--- src/rtl/imm_decode_stage_pkg.sv ---
// imm_decode_stage_pkg: shared opcode, legal-index limit and decoded-entry type for the decode stage
package imm_decode_stage_pkg;
  localparam logic [3:0] OP_LDI = 4'b1111;
  localparam logic [3:0] LUT_LEGAL_MAX = 4'd11;
  localparam int IMM_W = 8;
  typedef struct packed {
    logic [3:0] opcode;
    logic [4:0] operand;
    logic is_imm;
    logic [IMM_W-1:0] imm;
    logic err;
  } entry_t;
endpackage

--- src/rtl/imm_decode_stage.sv ---
// imm_decode_stage: two-deep decode pipeline resolving load-immediate constants through an external LUT
//   clk/rst_n            clock, async active-low reset
//   in_valid/in_ready    fetch-side handshake, instr = {opcode[8:5], operand[4:0]}
//   flush                synchronous squash of both stages
//   lut_addr/lut_target  combinational LUT lookup from stage A
//   out_*                registered decoded entry toward execute, out_valid/out_ready handshake
//   err_count            saturating count of illegal-index LDIs delivered
module imm_decode_stage import imm_decode_stage_pkg::*; #(
  parameter int IW = 9,
  parameter int DW = IMM_W,
  parameter int ERRW = 4
) (
  input  logic            clk,
  input  logic            rst_n,
  input  logic            in_valid,
  output logic            in_ready,
  input  logic [IW-1:0]   instr,
  input  logic            flush,
  output logic [3:0]      lut_addr,
  input  logic [DW-1:0]   lut_target,
  output logic            out_valid,
  input  logic            out_ready,
  output logic [3:0]      out_op,
  output logic [4:0]      out_operand,
  output logic            out_is_imm,
  output logic [DW-1:0]   out_imm,
  output logic            out_err,
  output logic [ERRW-1:0] err_count
);
  logic a_valid;
  logic [3:0] a_op;
  logic [4:0] a_operand;
  logic a_adv, a_ldi, a_legal;
  entry_t b, dec;
  assign a_adv = a_valid && (!out_valid || out_ready);
  assign in_ready = !a_valid || a_adv;
  assign a_ldi = a_op == OP_LDI;
  assign a_legal = a_operand[3:0] <= LUT_LEGAL_MAX;
  // illegal indices never reach the LUT
  assign lut_addr = a_valid && a_ldi && a_legal ? a_operand[3:0] : 4'd0;
  always_comb begin
    dec.opcode = a_op;
    dec.operand = a_operand;
    dec.is_imm = a_ldi;
    dec.imm = a_ldi && a_legal ? lut_target : '0;
    dec.err = a_ldi && !a_legal;
  end
  always_ff @(posedge clk or negedge rst_n) begin
    if (!rst_n) begin
      a_valid <= 1'b0;
      a_op <= '0;
      a_operand <= '0;
    end else begin
      a_valid <= !flush && ((in_valid && in_ready) || (a_valid && !a_adv));
      if (in_valid && in_ready) begin
        a_op <= instr[IW-1 -: 4];
        a_operand <= instr[4:0];
      end
    end
  end
  // a handshake in a flush cycle still counts toward err_count
  always_ff @(posedge clk or negedge rst_n) begin
    if (!rst_n) begin
      out_valid <= 1'b0;
      b <= '0;
      err_count <= '0;
    end else begin
      out_valid <= !flush && (a_adv || (out_valid && !out_ready));
      if (a_adv) b <= dec;
      if (out_valid && out_ready && b.err && err_count != '1) err_count <= err_count + ERRW'(1);
    end
  end
  assign out_op = b.opcode;
  assign out_operand = b.operand;
  assign out_is_imm = b.is_imm;
  assign out_imm = b.imm;
  assign out_err = b.err;
endmodule

--- config.mk ---
export PLATFORM = sky130hd
export DESIGN_NAME = imm_decode_stage
export DESIGN_NICKNAME = d
export VERILOG_FILES = /design/src/rtl/imm_decode_stage_pkg.sv /design/src/rtl/imm_decode_stage.sv
export SDC_FILE = /design/constraint.sdc
export NUM_CORES = 1
export LEC_CHECK = 0
export CORE_MARGIN = 2
export CORE_UTILIZATION = 47
export CTS_CLUSTER_DIAMETER = 60
export DETAILED_ROUTE_END_ITERATION = 10
export PLACE_DENSITY = 0.84
export SYNTH_ARGS = -nofsm -noshare
export SYNTH_HDL_FRONTEND = slang
export SYNTH_SLANG_ARGS = --single-unit
--- constraint.sdc ---
create_clock -name clk -period 3.5 [get_ports clk]
set_clock_uncertainty 0.05 [all_clocks]
set_input_delay 0.35 -clock clk [delete_from_list [all_inputs] [get_ports clk]]
set_output_delay 0.35 -clock clk [all_outputs]
set_load 0.03 [all_outputs]
==> impl_metrics.tcl, run 1 <==
set metrics [dict create \
    fp.dieArea_um2 3410 \
    cts_repair_resize_count 0 \
    gr-max-usage-layer "met2" \
    max_freq_mhz 404 \
    most_common_flop_cell_mapped_by_yosys "sky130_fd_sc_hd__dfrtp_1" \
    start_util_pct 50.0 \
    synthToLayoutAreaGrowth_pct 42.7 \
    antenna_left 0 \
    p_leak_nw 0.840 \
    insertion_delay_ns 0.33 \
    grt_pass1_vias 985 \
    die_x_um 58.4 \
    final_nets 181 \
    detail_route.first_pass.iterations 4 \
    timing.max_cap.violations 0 \
    synth_sequential_area_ratio_pct 61.2 \
    grt_max_degree 35 \
    layout_commonest_cell "sky130_fd_sc_hd__clkdlybuf4s50_1" \
    post_synth_arst_share_pct 100 \
    criticalPathCategory "register to output port" \
    clock-root-buffer "sky130_fd_sc_hd__clkbuf_4" \
    grt_util_met2_pct 30.0 \
    post_route_total_power_uw 899 \
    globalRoute.totalOverflow 0 \
    grt_setup_unrepaired "no" \
    finalSetupViolations 0 \
    io_pins 51 \
    die_extent_in_y_um 58.4 \
    worstSetupStartpointType "register" \
    crit_path_cell_trace "nand2_1 -> nor3b_1 -> clkdlybuf4s50_1" \
    dp_hpwl_um 2100 \
    synth.avg_cell_area_um2 13.5 \
    slew_at_the_pin_closest_to_its_max_slew_limit_ns 0.456 \
    timing.setup.tns_ns 0 \
    track_usage_pct 18.8 \
    first_pass_grt_wire_length_um 4710 \
    yosysWarningCount 0 \
    crit_fanout 15 \
    synth_area_um2 1390 \
    timing.hold.worst.class "primary input to asynchronous set/reset pin" \
    hold_buffers 0 \
    status "finished, final reports clean" \
    drt_wl_total_um 2860 \
    dpl-instance-area_um2 1920 \
    core_region_area_um2 2780 \
    whs_ns 0.359 \
    yosys_register_bits 34 \
    grt_util_met3_pct 9.01 \
    endpoint_kind "output port" \
    report.final.hold_viol_count 0 \
    antenna_found_initial 0 \
    post-route-period-util_pct 70.7 \
    mostFrequentLayoutCells "sky130_fd_sc_hd__clkdlybuf4s50_1, sky130_fd_sc_hd__dfrtp_1, sky130_fd_sc_hd__mux2_2" \
    tritoncts "yes" \
    crit_arrival_ns 2.07 \
    detailroute.via_count 1010 \
    critical-path-max-stage-delay_ns 0.73 \
    row_count 19 \
    synth_cell_types 22 \
    fill_cells 214 \
    drt-vias-per-instance 5.32 \
    crit_slowest_cell "sky130_fd_sc_hd__clkdlybuf4s50_1" \
    cts_num_sinks 34 \
    finalCriticalPeriod_ns 2.47 \
    cts.reportedPaths.clkPinSlew_ns 0.10 \
    grt_util_met1_pct 22.8 \
    maxSlewViolCount 0 \
    timing.slew.headroom_pct 69.6 \
    power_density_nw_per_um2 453 \
    postCtsSetupRepairBufs 0 \
    drc_errors 0 \
    route.detailed.wl_per_inst_um 15.0 \
    syn_nets 126 \
    place_congestion 0.745 \
    timing.critical_path.required_ns 3.10 \
    antenna_diode_instance_count 0 \
    synth-edff-count 0 \
    area_of_all_placed_cells_without_fillers_um2 1980 \
    final_layout_size_suffix_gt1_share_pct 19.5 \
    detail_route.iter0.violations 33 \
    vdd_ir_drop_max_v 0.000442 \
    port-buffer-count 50 \
    clk_path_buf_depth 2 \
    ctsHtreeMaxLevel 2 \
    syn_inst 103 \
    tritoncts.num_buffers 5 \
]
cell type report:
class	instances	area, um2	area share, %
tap	31	38.8	1.96
timing repair buffer	51	508	25.6
sequential	34	851	42.9
clock inverter	1	5.00	0.252
clock buffer	7	55.1	2.78
multi-input combinational	64	518	26.1
inverter	2	7.51	0.379
power breakdown:
part | switching [mW] | total, mW | internal [mW]
Clock | 0.123 | 0.221 | 0.0973
Combinational | 0.108 | 0.215 | 0.107
Sequential | 0.0288 | 0.463 | 0.434
Total | 0.260 | 0.899 | 0.638
logic make-up after synthesis:
group	after synthesis	share of synthesized area (%)
DFF	34	61.2
and+or+nand+nor	29	11.7
muxes	21	16.9
AOI/OAI and AO/OA	12	7.11
buffers and inverters	5	1.53
xor gates and xnor gates	1	0.630
adders and majority gates	1	0.900
synthesized netlist by cell type (2+ instances only):
cell | number | share of area (%)
sky130_fd_sc_hd__nand2_1 | 4 | 1.1
sky130_fd_sc_hd__a21oi_1 | 2 | 0.72
sky130_fd_sc_hd__dfrtp_1 | 34 | 61
sky130_fd_sc_hd__o2bb2ai_1 | 9 | 5.7
sky130_fd_sc_hd__buf_2 | 2 | 0.72
sky130_fd_sc_hd__and3_1 | 3 | 1.4
sky130_fd_sc_hd__nand3_1 | 10 | 3.6
sky130_fd_sc_hd__nand4_1 | 2 | 0.90
sky130_fd_sc_hd__nand2_2 | 2 | 0.90
sky130_fd_sc_hd__inv_1 | 2 | 0.54
sky130_fd_sc_hd__nor3b_1 | 2 | 1.1
sky130_fd_sc_hd__mux2_2 | 20 | 16
sky130_fd_sc_hd__nand2b_1 | 2 | 0.90
worst max-delay path, delay by kind of cell, from the launching register on:
| family | cells | cell delay [ns] |
|---|---|---|
| buffers and inverters | 1 | 0.73 |
| flip-flops | 1 | 0.63 |
| AND/OR/NAND/NOR | 2 | 0.39 |
final timing paths:
kind / startpoint / to / slack (ns) / cells after the start
setup / recovery: a_valid$_DFF_PN0_ / lut_addr[2] / 1.03 / 3
hold / removal: rst_n / out_imm[4]$_DFFE_PN0P_ / 0.36 / 2
setup reg to reg: a_valid$_DFF_PN0_ / a_op[1]$_DFFE_PN0P_ / 1.87 / 3
hold reg to reg: out_imm[7]$_DFFE_PN0P_ / out_imm[7]$_DFFE_PN0P_ / 0.45 / 1
max in group asynchronous: rst_n / out_operand[3]$_DFFE_PN0P_ / 2.74 / 2
min in group clk: out_imm[7]$_DFFE_PN0P_ / out_imm[7]$_DFFE_PN0P_ / 0.45 / 1
state kept, by name, indices dropped and copies added (netlist names), 4 cells and up:
signal,flops
out_imm,8
a_operand,5
out_operand,5
a_op,4
err_count,4
out_op,4
layer usage:
layer / vias to the layer above / part of all wire (%)
met5: - / 0
met4: 0 / 0.91
met3: 3 / 8.7
met2: 35 / 49
met1: 487 / 41
li1: 485 / -
metrics by stage:
step	utilization, %	std cells	setup WS [ns]
finish	71.3	190	1.03
detailed placement	69.1	182	1.37
floorplan	-	103	1.71
global placement	69.1	182	1.36
global route	71.3	190	0.860
CTS	71.3	190	0.997
Note: power is estimated with default switching activity, not from simulation.
==> inputs of run 2 (changes only) <==
CORE_UTILIZATION = 39   (was 47)
PLACE_DENSITY = 0.74   (was 0.84)
clock period = 2.1 ns   (was 3.5 ns; I/O delays follow)
==> impl_metrics.tcl, run 2 (same netlist as run 1, synthesis figures left out) <==
set metrics [dict create \
    fill_cells 288 \
    antenna_left 0 \
    drt-vias-per-instance 5.06 \
    die_x_um 63.7 \
    status "finished, final reports clean" \
    start_util_pct 41.0 \
    mostFrequentLayoutCells "sky130_fd_sc_hd__clkdlybuf4s50_1, sky130_fd_sc_hd__dfrtp_1, sky130_fd_sc_hd__mux2_2" \
    globalRoute.totalOverflow 0 \
    max_freq_mhz 506 \
    io_pins 51 \
    final_layout_size_suffix_gt1_share_pct 20.5 \
    largest_register_ffs 8 \
    drt_wl_total_um 3040 \
    port-buffer-count 50 \
    multi_input_area_um2 518 \
    timing.setup.tns_ns 0 \
    ctsHtreeMaxLevel 2 \
    place_congestion 0.726 \
    clock-root-buffer "sky130_fd_sc_hd__clkbuf_4" \
    vdd_ir_drop_max_v 0.000439 \
    first_pass_grt_wire_length_um 5160 \
    power_density_nw_per_um2 749 \
    post-route-period-util_pct 94.0 \
    criticalPathCategory "register to output port" \
    die_extent_in_y_um 63.7 \
    timing.hold.worst.class "primary input to asynchronous set/reset pin" \
    finalSetupViolations 0 \
    detail_route.first_pass.iterations 3 \
    antenna_found_initial 0 \
    fp.dieArea_um2 4060 \
    drc_errors 0 \
    timing.max_cap.violations 0 \
    p_leak_nw 0.869 \
    dp_hpwl_um 2240 \
    synthToLayoutAreaGrowth_pct 44.7 \
    cts.reportedPaths.clkPinSlew_ns 0.10 \
    detail_route.iter0.violations 28 \
    row_count 21 \
    layout_commonest_cell "sky130_fd_sc_hd__clkdlybuf4s50_1" \
    route.detailed.wl_per_inst_um 14.7 \
    timing.critical_path.required_ns 1.84 \
    endpoint_kind "output port" \
    crit_fanout 8 \
    insertion_delay_ns 0.33 \
    final_nets 183 \
    track_usage_pct 16.6 \
    finalCriticalPeriod_ns 1.97 \
    final-instance-count-excl-fill 207 \
    core_region_area_um2 3390 \
    maxSlewViolCount 0 \
    reg2reg_slack_ns 0.62 \
    cts_num_sinks 34 \
    sequential_cell_area_um2 851 \
    detailroute.via_count 1048 \
    place.detailed.instances 199 \
    grt_setup_unrepaired "no" \
    crit_arrival_ns 1.71 \
    antenna_diode_instance_count 0 \
    clk_path_buf_depth 2 \
    timing.slew.headroom_pct 71.5 \
    worstSetupStartpointType "register" \
    grt_max_degree 35 \
    tritoncts.num_buffers 5 \
    tritoncts "yes" \
    report.final.hold_viol_count 0 \
    grt_pass1_vias 1113 \
    slew_at_the_pin_closest_to_its_max_slew_limit_ns 0.425 \
]
run 2: changes by cell type in the layout (fill, tap and decap cells not counted), sizes merged:
| cell | delta |
|---|---|
| clkdlybuf4s50 | -4 |
| dlygate4sd2 | +4 |
| buf | +2 |
run 2: worst paths after layout:
check	from	endpoint	cells after the start
hold / removal	rst_n	out_op[2]$_DFFE_PN0P_	2
setup reg to reg	a_valid$_DFF_PN0_	a_operand[1]$_DFFE_PN0P_	3
hold reg to reg	out_imm[7]$_DFFE_PN0P_	out_imm[7]$_DFFE_PN0P_	1
setup / recovery	a_valid$_DFF_PN0_	in_ready	2
max in group asynchronous	rst_n	out_operand[0]$_DFFE_PN0P_	2
min in group clk	flush	out_valid$_DFF_PN0_	2
run 2: cell type report:
cell class | count | area share [%]
multi-input cells | 64 | 25.7
clock buffers | 7 | 2.74
repair buffers | 53 | 25.7
flip-flops and latches | 34 | 42.3
clock inverters | 1 | 0.249
well taps | 46 | 2.86
inverters | 2 | 0.373
run 2: report_power, final:
group,switching (mW),internal (mW)
logic,0.183,0.181
clock network,0.213,0.162
registers,0.0463,0.723
total,0.442,1.07
run 2: layer usage:
metal / GRT usage, % / part of all wire [%]
met1: 19.5 / 43
met2: 27.4 / 50
met3: 6.79 / 6.0
met4: 5.98 / 1.4
met5: 0 / 0
run 2: repair_timing:
item / CTS / global route
endpoints found under the setup margin: 4 / 0
setup buffers: 0 / 0
hold endpoints to repair: 0 / 0
hold buffers: 0 / 0
gates resized for setup: 4 / 0
run 2: stage by stage:
stage | setup WS (ns) | power, mW | hold slack [ns] | utilization [%] | instance area (um2)
2_1_floorplan | 0.373 | 0.964 | -0.136 | - | 1390
3_3_place_gp | 0.242 | 1.14 | 0.419 | 57.7 | 1960
3_5_place_dp | 0.202 | 1.15 | 0.429 | 57.7 | 1960
4_1_cts | 0.100 | 1.53 | 0.212 | 59.4 | 2010
5_1_grt | 0.0346 | 1.58 | 0.248 | 59.4 | 2010
6_report | 0.125 | 1.51 | 0.211 | 59.4 | 2010
run 2: critical path: stages (launching register included):
cell,delay [ns]
sky130_fd_sc_hd__dfrtp_1,0.49
sky130_fd_sc_hd__nand3b_1,0.19
sky130_fd_sc_hd__clkdlybuf4s50_1,0.69
==> inputs of run 3 (changes only) <==
TNS_END_PERCENT = 20   (was default)
==> results of run 3 <==
No change in the layout: final DEF, timing and power equal those of run 2.
